## src/rtl/dice_pkg.sv

```systemverilog
// Shared dice encodings, per-die maximum face lookup and the sequencer state set.
// dice_roller and dice_roll_sequencer both use these codes so die_select means the same thing on each side.
package dice_pkg;

  localparam logic [1:0] D4  = 2'b00;
  localparam logic [1:0] D6  = 2'b01;
  localparam logic [1:0] D8  = 2'b10;
  localparam logic [1:0] D20 = 2'b11;

  typedef enum logic [1:0] {
    IDLE = 2'b00,
    ROLL = 2'b01,
    WAIT = 2'b10,
    DONE = 2'b11
  } state_e;

  function automatic logic [7:0] die_max(input logic [1:0] die);
    logic [7:0] m;
    case (die)
      D4:      m = 8'd4;
      D6:      m = 8'd6;
      D8:      m = 8'd8;
      default: m = 8'd20;
    endcase
    return m;
  endfunction

endpackage

```

## src/rtl/dice_roll_sequencer.sv

```systemverilog
// Issues one roll pulse per requested die to dice_roller, samples each result a fixed
// latency later, range-checks it and accumulates the total, finishing with a done pulse.
module dice_roll_sequencer
  import dice_pkg::*;
#(
  parameter int ROLL_LATENCY = 2,
  parameter int NDICE_W      = 3
) (
  input  logic               clk,
  input  logic               reset_n,
  input  logic               start,
  input  logic [NDICE_W-1:0] num_dice,
  input  logic [1:0]         die_type,
  output logic [1:0]         die_select,
  output logic               roll,
  input  logic [7:0]         rolled_number,
  output logic               busy,
  output logic               done,
  output logic [7:0]         total,
  output logic               range_err,
  output state_e             dbg_state
);

  // Handshake: start is a level sampled only in IDLE; done is a single-cycle
  // qualifier for total/range_err, and busy covers acceptance through DONE.

  localparam int WAIT_W = 3;
  localparam logic [WAIT_W-1:0] LAT = WAIT_W'(ROLL_LATENCY);

  state_e             state_q, state_d;
  logic [NDICE_W-1:0] remaining_q, remaining_d;
  logic [WAIT_W-1:0]  wait_cnt_q, wait_cnt_d;
  logic [7:0]         acc_q, acc_d;
  logic [1:0]         die_select_d;
  logic               roll_d, busy_d, done_d, range_err_d;
  logic [7:0]         total_d;
  logic               in_range;
  logic [7:0]         acc_plus;

  assign dbg_state = state_q;
  assign in_range  = (rolled_number != 8'd0) && (rolled_number <= die_max(die_select));
  assign acc_plus  = acc_q + rolled_number;

  always_ff @(posedge clk or negedge reset_n) begin
    if (!reset_n) begin
      state_q     <= IDLE;
      remaining_q <= '0;
      wait_cnt_q  <= '0;
      acc_q       <= 8'd0;
      die_select  <= D4;
      roll        <= 1'b0;
      busy        <= 1'b0;
      done        <= 1'b0;
      total       <= 8'd0;
      range_err   <= 1'b0;
    end else begin
      state_q     <= state_d;
      remaining_q <= remaining_d;
      wait_cnt_q  <= wait_cnt_d;
      acc_q       <= acc_d;
      die_select  <= die_select_d;
      roll        <= roll_d;
      busy        <= busy_d;
      done        <= done_d;
      total       <= total_d;
      range_err   <= range_err_d;
    end
  end

  // Outputs are registered: each branch sets the value the output takes in the state being entered.
  always_comb begin
    state_d      = state_q;
    remaining_d  = remaining_q;
    wait_cnt_d   = wait_cnt_q;
    acc_d        = acc_q;
    die_select_d = die_select;
    roll_d       = 1'b0;
    busy_d       = busy;
    done_d       = 1'b0;
    total_d      = total;
    range_err_d  = range_err;

    case (state_q)
      IDLE: begin
        if (start) begin
          state_d      = ROLL;
          roll_d       = 1'b1;
          busy_d       = 1'b1;
          die_select_d = die_type;
          remaining_d  = (num_dice == '0) ? NDICE_W'(1) : num_dice;
          acc_d        = 8'd0;
          range_err_d  = 1'b0;
          wait_cnt_d   = '0;
        end
      end

      ROLL: begin
        state_d    = WAIT;
        wait_cnt_d = LAT;
      end

      WAIT: begin
        wait_cnt_d = wait_cnt_q - 1'b1;
        if (wait_cnt_q == WAIT_W'(1)) begin
          if (in_range) begin
            acc_d = acc_plus;
          end else begin
            range_err_d = 1'b1;
          end
          remaining_d = remaining_q - 1'b1;
          if (remaining_q == NDICE_W'(1)) begin
            state_d = DONE;
            done_d  = 1'b1;
            total_d = in_range ? acc_plus : acc_q;
          end else begin
            state_d = ROLL;
            roll_d  = 1'b1;
          end
        end
      end

      DONE: begin
        state_d = IDLE;
        busy_d  = 1'b0;
      end

      default: begin
        state_d = IDLE;
        busy_d  = 1'b0;
      end
    endcase
  end

endmodule

```

## config.mk

```make
export PLATFORM = sky130hd
export DESIGN_NAME = dice_roll_sequencer
export DESIGN_NICKNAME = d
export VERILOG_FILES = /design/src/rtl/dice_pkg.sv /design/src/rtl/dice_roll_sequencer.sv
export SDC_FILE = /design/constraint.sdc
export NUM_CORES = 1
export LEC_CHECK = 0
export ABC_AREA = 1
export CAP_MARGIN = 20
export CORE_AREA = 2 2 62 64
export CTS_CLUSTER_DIAMETER = 30
export DETAILED_ROUTE_END_ITERATION = 7
export DIE_AREA = 0 0 64 66
export PLACE_DENSITY = 0.84
export SLEW_MARGIN = 40
export SYNTH_ARGS = -nofsm -noshare
export SYNTH_HDL_FRONTEND = slang
export SYNTH_SLANG_ARGS = --single-unit
```

## constraint.sdc

```tcl
create_clock -name clk -period 2.7 [get_ports clk]
set_input_delay 0.54 -clock clk [delete_from_list [all_inputs] [get_ports clk]]
set_output_delay 0.54 -clock clk [all_outputs]
set_load 0.1 [all_outputs]
```

==> impl_metrics.json, run 1 <==
{
  "max_cap_viol_count": 0,
  "io_buffers": 31,
  "clk_pin_slew_ns": 0.09,
  "required_ns": 2.92,
  "syn_nets": 306,
  "r2r_cells": 7,
  "synth_cell_types": 30,
  "peakVddDrop_mv": 0.724,
  "routed_wirelength_um": 4100,
  "arrival_ns": 2.27,
  "fmax_mhz": 489,
  "yosys.area_share.simple_pct": 31.6,
  "ant_nets": 0,
  "pwr_density_cell_nw_per_um2": 1030,
  "start_kind": "input port",
  "async_flop_share_pct": 100,
  "syn_inst": 270,
  "ys_dominant_reg_cell": "dfrtp_1",
  "final_nets": 344,
  "die_h_um": 66,
  "routed_via_density": 4.96,
  "synth_top_family_by_area": "simple AND/OR/NAND/NOR gates",
  "hp-start": "total[4]",
  "synth_fa_ha_area_share_pct": 12.9,
  "p_seq_share_pct": 27.8,
  "setup_viol": 0,
  "max_slew.worst_pin.slew_ns": 0.630,
  "hpwlAfterDp_um": 3190,
  "hold_path_depth": 2,
  "r2r_start": "dbg_state[0]",
  "place_congestion": 0.849,
  "leakagePower_nw": 1.32,
  "rrSetupSlack_ns": 0.67,
  "cts_root_buf": "clkbuf_4",
  "io_pins": 32,
  "num_vias": 1770,
  "layout_common_cells": "nand2_1 (105), inv_1 (40), dfrtp_1 (30), ha_1 (19)",
  "intPower_w": 0.00107,
  "route.detailed.drc": 0,
  "postLayoutCellArea_um2": 2390,
  "grt_pass1_vias": 1631,
  "skew_ns": 0.0118,
  "synthMuxAreaShare_pct": 0,
  "p_sw_share_pct": 56.4,
  "reg2reg_to": "total[7]",
  "grt_max_degree": 31,
  "cts_tree": "built",
  "grt.total_usage_pct": 21.6,
  "worstHoldPathType": "reg -> reg",
  "dieArea_um2": 4220,
  "yosys_warnings": 0,
  "start_util_pct": 56.4,
  "cp_max_fo": 2,
  "share_comb_of_total_power_pct": 60.8,
  "post_cts_buffers": 0,
  "finalHoldViolCount": 0,
  "finalSetupTns_ns": 0,
  "rsz0062_at_grt": "false",
  "rows": 22,
  "post-route-period-util_pct": 75.7,
  "cts_inserted_buffers": 5,
  "clock_path_buffers": 2,
  "power_switching_w": 0.00139,
  "diodes": 0,
  "status": "completed",
  "final_common_cell": "nand2_1",
  "synth-edff-count": 0,
  "synth_compound_area_share_pct": 6.49,
  "clk_latency_ns": 0.34,
  "placedInstanceArea_um2": 2330,
  "cts_sinks": 30,
  "cp-end-kind": "flop",
  "first_iter_violations": 75,
  "critical_path_class": "in -> reg",
  "overflow": 0,
  "relSlewSlack_pct": 57.7,
  "grt_pass1_wl_um": 7010,
  "drive_gt1_share_pct": 12.3,
  "finalNonFillerCells": 357,
  "syn_area_per_cell_um2": 7.42,
  "syn-cell-area_um2": 2000,
  "die_w_um": 64,
  "synth_xor_area_share_pct": 2.62,
  "ys_seq_area_share_pct": 37.5,
  "fin_crit_ns": 2.04,
  "routedWlPerCell_um": 11.5,
  "synth-seq-cells": 30,
  "hold_end": "total[4]",
  "area_growth_pct": 19.3,
  "h-tree-depth": 2,
  "cts_hold_buf": 0,
  "pwr-share-clk_pct": 11.4,
  "fillers": 289,
  "drv_slew": 0,
  "placed_cells": 349,
  "ctsResizeCount": 0,
  "coreArea_um2": 3550,
  "firstDrtPassIters": 6,
  "antenna_found_initial": 0
}
==> critical path, cell delays in order <==
cell and delay (ns):
clkdlybuf4s50_1 0.44, ha_1 0.24, fa_1 0.41, nand2_1 0.07
nand2_1 0.07, nand3b_1 0.10, nand2_1 0.06, nand2_1 0.06
nand2_1 0.04, nand2_1 0.05, nand2_1 0.06, nand2_1 0.06
nand2_1 0.05
==> stage by stage <==
step	setup WS, ns	util [%]	total power (W)	hold WS, ns
after floorplan	0.388	-	0.00187	0.244
after global placement	0.348	65.6	0.00217	0.471
after global routing	0.504	67.3	0.00263	0.523
after detailed placement	0.311	65.6	0.00219	0.473
final	0.657	67.3	0.00247	0.489
after CTS	0.674	67.3	0.00248	0.496
==> worst max path at each step <==
stage	startpoint	to	slack, ns	cells past startpoint
floorplan	die_select[0]	total[0]	0.39	12
global placement	rolled_number[1]	total[4]	0.35	10
detailed placement	rolled_number[1]	total[2]	0.31	10
CTS	rolled_number[0]	total[6]	0.67	13
global route	rolled_number[1]	total[5]	0.50	12
finish	rolled_number[0]	total[6]	0.66	13
==> sequential cells by signal, indices dropped and copies added, names as in the netlist, 2 cells and up <==
| name | count |
|---|---|
| wait_cnt_q | 3 |
| acc_q | 8 |
| total | 8 |
| die_select | 2 |
| dbg_state | 2 |
| remaining_q | 3 |
==> power by group through the flow <==
stage / combinational, W / clock, W / sequential [W]
after CTS: 0.00151 / 0.000289 / 0.000687
after global routing: 0.00162 / 0.000301 / 0.000703
final: 0.00150 / 0.000281 / 0.000685
after global placement: 0.00148 / 0 / 0.000692
after floorplan: 0.000558 / 0 / 0.00131
after detailed placement: 0.00150 / 0 / 0.000693
==> Yosys cell counts, drive strengths merged, types with 2 or more instances <==
cell type / count / share of area [%]
o21ai: 11 / 2.9
nand3b: 2 / 0.75
nor2: 16 / 3.2
or2: 2 / 0.75
nand3: 17 / 4.2
dfrtp: 30 / 37
nor3: 2 / 0.75
xor2: 4 / 1.7
xnor2: 2 / 0.87
o211ai: 2 / 0.75
ha: 19 / 12
nand2: 107 / 21
a21oi: 6 / 2.1
inv: 44 / 8.4
==> kinds of logic (layout without fill, tap and decap cells) <==
| kind of cell | count (synthesis) | after routing |
|---|---|---|
| AOI/OAI and AO/OA | 21 | 21 |
| xor gates and xnor gates | 6 | 6 |
| adders and majority gates | 20 | 20 |
| buffers and inverters | 45 | 84 |
| DFF | 30 | 30 |
| and+or+nand+nor | 148 | 148 |
==> routing by layer <==
metal	vias up	part of all wire (%)	track usage, %
li1	916	-	-
met1	807	48	28.6
met2	40	45	34.2
met3	7	4.5	4.77
met4	0	1.8	8.97
met5	-	0	0
==> cell type report <==
cell class / count / area (um^2) / area share (%)
clock buffer: 7 / 55.1 / 2.30
clock inverter: 1 / 5.00 / 0.209
tap: 48 / 60.1 / 2.51
inverter: 44 / 168 / 7.01
sequential: 30 / 751 / 31.4
timing repair buffer: 32 / 278 / 11.6
multi-input combinational: 195 / 1070 / 45.0
Power figures use the tool's default switching activity.
==> run 2: changes to the inputs <==
Settings changed: CORE_AREA 2 2 62 64 to 2 2 68 70, DIE_AREA 0 0 64 66 to 0 0 70 72, PLACE_DENSITY 0.84 to 0.74.
Clock period 2.7 ns to 1.8 ns, I/O delays scaled along.
==> run 2 against run 1 <==
  * Clock-buffer cell count unchanged
  * Sequential power up 64%
  * Via count up 6.4%
  * Largest power group unchanged
  * Critical path depth down 1
  * Critical path type is now reg -> reg
  * The run now ends with negative setup slack left
==> impl_metrics.json, run 2 (synthesis gave the netlist of run 1 again) <==
{
  "diodes": 0,
  "arrival_ns": 1.98,
  "grt_pass1_vias": 1852,
  "fmax_mhz": 554,
  "routed_via_density": 4.93,
  "timing.final.ws_setup_ns": -0.00500,
  "place_congestion": 0.764,
  "io_pins": 32,
  "cts_sinks": 30,
  "antenna_found_initial": 0,
  "required_ns": 1.98,
  "worstHoldPathType": "in -> async",
  "drive_gt1_share_pct": 32.4,
  "cts_inserted_buffers": 5,
  "dp_slack_ns": -0.333,
  "overflow": 0,
  "violations": "negative setup slack",
  "wl_met3_um": 142,
  "cp_max_fo": 5,
  "finalNonFillerCells": 382,
  "multi_input_area_um2": 1280,
  "first_iter_violations": 82,
  "dr.max_layer_used": "met4",
  "num_vias": 1884,
  "ff_latch_area_um2": 766,
  "clock_path_buffers": 2,
  "dieArea_um2": 5040,
  "post-route-period-util_pct": 100,
  "wirelength_met1_um": 2200,
  "leakagePower_nw": 1.56,
  "coreArea_um2": 4260,
  "final_common_cell": "nand2_1",
  "die_w_um": 70,
  "routedWlPerCell_um": 13.0,
  "cp_slowest_stage_delay_ns": 0.49,
  "grt_max_degree": 31,
  "hpwlAfterDp_um": 3380,
  "critical_path.top_delay_family": "simple AND/OR/NAND/NOR gates",
  "drv_slew": 0,
  "relSlewSlack_pct": 72.4,
  "die_h_um": 72,
  "critical_path_class": "reg -> reg",
  "layout_common_cells": "nand2_1 (87), inv_1 (32), dfrtp_1 (26), buf_4 (21), nand2_2 (17)",
  "skew_ns": 0.00388,
  "postLayoutCellArea_um2": 3010,
  "rows": 24,
  "cpMostUsedCell": "nand2_2",
  "fin_crit_ns": 1.80,
  "final_nets": 365,
  "io_buffers": 31,
  "status": "complete, but fails checks",
  "max_slew.worst_pin.slew_ns": 0.413,
  "fillers": 326,
  "fin_hold_ws_ns": 0.456,
  "fin_total_pwr_w": 0.00468,
  "finalHoldViolCount": 0,
  "h-tree-depth": 2,
  "start_util_pct": 47.0,
  "max_cap_viol_count": 0,
  "cts_root_buf": "clkbuf_8",
  "clk_latency_ns": 0.29,
  "grt_pass1_wl_um": 8220,
  "route.detailed.drc": 0,
  "route.met2.wl_um": 2520,
  "crit_path_cell_trace": "inv_4 -> nand2_4 -> ha_4 -> nand2_2 -> nand2_2 -> nand2_2 -> a21oi_4 -> inv_2 -> nand2_4 -> nand2_2 -> nand3_2 -> nand2_1",
  "placed_cells": 371,
  "routed_wirelength_um": 4950,
  "placedInstanceArea_um2": 2720,
  "firstDrtPassIters": 4,
  "cp-end-kind": "flop",
  "pwr_density_cell_nw_per_um2": 1560,
  "ant_nets": 0,
  "rsz0062_at_grt": "true",
  "grt.total_usage_pct": 20.5,
  "setup_viol": 1,
  "worst_path_max_delay_cell": "dfrtp_4",
  "peakVddDrop_mv": 1.26,
  "cts_tree": "built",
  "critPathBufInv": 2,
  "start_kind": "flop",
  "top_regs": "acc_q: 8 flops, total: 8 flops",
  "area_growth_pct": 50.0,
  "clk_pin_slew_ns": 0.06
}
## run 2: cell count changes in the layout (fill, tap and decap cells not counted), moves of 5 or more
cell,delta
nand2_1,-18
buf_12,+16
nand2_2,+16
inv_1,-8
ha_1,-6
inv_2,+6
clkbuf_4,-5
clkbuf_8,+5
clkdlybuf4s50_1,-5
nand3_1,-5
## run 2: area by class of cell
cell class,instances,area share [%]
sequential,30,25.5
multi-input combinational,196,42.5
tap,52,2.16
clock buffer,7,2.87
clock inverter,1,0.166
timing repair buffer,52,21.1
inverter,44,5.74
## run 2: path summary, 6_finish.rpt
check	start	end	slack (ns)	cells past startpoint
hold / removal	reset_n	done	0.46	2
max in group asynchronous	reset_n	dbg_state[1]	1.04	2
setup reg to reg	die_select[0]	total[0]	-0.005	12
hold reg to reg	acc_q[0]	acc_q[0]	0.54	2
setup / recovery	die_select[0]	total[0]	-0.005	12
min in group clk	acc_q[0]	acc_q[0]	0.54	2
## run 2: stage by stage
| step | util [%] | setup TNS [ns] |
|---|---|---|
| after floorplan | - | -0.854 |
| after detailed placement | 63.9 | -5.04 |
| after CTS | 67.4 | -0.0112 |
| final | 70.5 | -0.00500 |
| after global placement | 63.9 | -4.73 |
| after global routing | 70.5 | -1.24 |
## run 2: worst register-to-register path, stage by stage (launching register included)
cell and delay (ns):
dfrtp_4 0.49, inv_4 0.08, nand2_4 0.06, ha_4 0.28
nand2_2 0.05, nand2_2 0.06, nand2_2 0.06, a21oi_4 0.19
inv_2 0.09, nand2_4 0.12, nand2_2 0.08, nand3_2 0.09
nand2_1 0.06
## run 2: power breakdown
group	internal, W	total, W	switching, W
sequential	0.000902	0.00112	0.000214
combinational	0.00109	0.00301	0.00192
clock	0.000308	0.000560	0.000253
total	0.00230	0.00468	0.00238
## run 2: metal layers
| layer | global-route usage (%) | vias to the layer above |
|---|---|---|
| li1 | - | 953 |
| met1 | 26.2 | 892 |
| met2 | 34.4 | 31 |
| met3 | 3.19 | 8 |
| met4 | 10.0 | 0 |
| met5 | 0 | - |
## run 2: what timing repair did
action,4_1_cts,5_1_grt
gates cloned,0,1
hold buffers,0,0
setup endpoints to repair,17,19
gates resized for setup,14,36
pin swaps,9,16
buffers inserted,1,1
==> run 3: changes to the inputs <==
Settings changed: GPL_TIMING_DRIVEN set to 0.
==> run 3 against run 2 <==
  * The run still ends with negative setup slack left
  * Utilization is 8.3 points lower
  * Wire length is 9.9% lower
  * Design area is 12% lower
  * Critical endpoint is now acc_q[0]
==> impl_metrics.json, run 3 (synthesis gave the netlist of run 1 again) <==
{
  "status": "complete, but fails checks",
  "violations": "negative setup slack",
  "pwr_density_cell_nw_per_um2": 1560,
  "placedInstanceArea_um2": 2350,
  "final_nets": 354,
  "ant_nets": 0,
  "cpMostUsedCell": "nand2_1",
  "coreArea_um2": 4260,
  "r2r_start": "die_select[0]",
  "rsz0062_at_grt": "true",
  "area_growth_pct": 32.4,
  "grt_max_degree": 31,
  "skew_ns": 0.00732,
  "overflow": 0,
  "cp_max_fo": 4,
  "place_congestion": 0.765,
  "die_h_um": 72,
  "fin_total_pwr_w": 0.00414,
  "start_util_pct": 47.0,
  "drive_gt1_share_pct": 26.3,
  "top_regs": "acc_q: 8 flops, total: 8 flops",
  "cts_inserted_buffers": 5,
  "max_cap_viol_count": 0,
  "finalSetupTns_ns": -0.0607,
  "post-route-period-util_pct": 102,
  "cts_root_buf": "clkbuf_8",
  "dieArea_um2": 5040,
  "routedWlPerCell_um": 12.0,
  "relSlewSlack_pct": 57.2,
  "critical_path.top_delay_family": "simple AND/OR/NAND/NOR gates",
  "critical_path_class": "reg -> reg",
  "timing.final.ws_setup_ns": -0.0352,
  "grt_pass1_wl_um": 7590,
  "antenna_found_initial": 0,
  "clk_latency_ns": 0.28,
  "cts_tree": "built",
  "worstHoldPathType": "in -> async",
  "fin_hold_ws_ns": 0.0955,
  "postLayoutCellArea_um2": 2650,
  "required_ns": 1.97,
  "drv_slew": 0,
  "fin_crit_ns": 1.84,
  "final_common_cell": "nand2_1",
  "crit_path_cell_trace": "inv_4 -> nand2_4 -> ha_4 -> nand2_2 -> nand2_1 -> nand2_1 -> a21oi_2 -> inv_2 -> nand2_4 -> buf_6 -> nand2_2 -> nand3_2 -> nand2_1",
  "routed_wirelength_um": 4460,
  "grt.total_usage_pct": 18.9,
  "first_iter_violations": 80,
  "clk_pin_slew_ns": 0.06,
  "hpwlAfterDp_um": 3160,
  "finalHoldViolCount": 0,
  "start_kind": "flop",
  "layout_common_cells": "nand2_1 (96), inv_1 (33), dfrtp_1 (26), buf_2 (17), ha_1 (14)",
  "firstDrtPassIters": 6,
  "grt_pass1_vias": 1730,
  "fmax_mhz": 545,
  "route.detailed.drc": 0,
  "peakVddDrop_mv": 1.23,
  "critPathBufInv": 3,
  "io_buffers": 31,
  "leakagePower_nw": 1.39,
  "cp-end-kind": "flop",
  "arrival_ns": 2.00,
  "cts_sinks": 30,
  "diodes": 0,
  "die_w_um": 70,
  "cp-startpoint": "die_select[0]",
  "num_vias": 1829,
  "clock_path_buffers": 2,
  "max_slew.worst_pin.slew_ns": 0.642,
  "cts_hold_buf": 0,
  "cp_slowest_stage_delay_ns": 0.49,
  "io_pins": 32,
  "h-tree-depth": 2,
  "worst_path_max_delay_cell": "dfrtp_4",
  "routed_via_density": 4.93,
  "rows": 24,
  "setup_viol": 4
}
run 3: cell types whose count changed in the layout (fill, tap and decap cells not counted), sizes merged:
cell / previous run / this run
buf: 37 / 28
nand2: 108 / 107
dlygate4sd2: 2 / 5
clkdlybuf4s50: 10 / 9
dlymetal6s2s: 3 / 0
run 3: final timing paths:
kind | endpoint | slack, ns | cells after the start
setup reg to reg | acc_q[0] | -0.04 | 13
hold reg to reg | total[5] | 0.48 | 2
min in group clk | total[5] | 0.48 | 2
hold / removal | dbg_state[1] | 0.1 | 1
max in group asynchronous | die_select[0] | 1.22 | 1
setup / recovery | acc_q[0] | -0.04 | 13
run 3: stage by stage:
step	utilization (%)	instances	worst slack (ns)
3_5_place_dp	55.0	353	-0.418
4_1_cts	59.9	367	-0.00985
3_3_place_gp	57.0	353	-0.390
6_report	62.2	371	-0.0352
2_1_floorplan	-	270	-0.0567
5_1_grt	62.2	371	-0.167
run 3: area by class of cell:
class,instances,area (um^2)
Tap cell,52,65.1
Sequential cell,30,766
Clock inverter,1,5.00
Timing Repair Buffer,41,314
Buffer,1,11.3
Clock buffer,7,86.3
Multi-Input combinational cell,195,1230
Fill cell,387,1610
Inverter,44,178
run 3: what timing repair did:
action	4_1_cts	5_1_grt
setup buffers	6	4
setup endpoints to repair	16	20
resized for setup	21	21
pin swaps	14	4
run 3: layer usage:
layer	GRT usage, %	vias to the layer above	wire [um]
met2	30.9	34	2160
met1	24.4	851	2050
met3	3.61	7	158
li1	-	937	-
met5	0	-	0
met4	8.76	0	91
run 3: report_power, final:
part | switching [W] | internal (W)
logic | 0.00184 | 0.000685
registers | 0.000160 | 0.000901
clock network | 0.000242 | 0.000308
total | 0.00225 | 0.00189
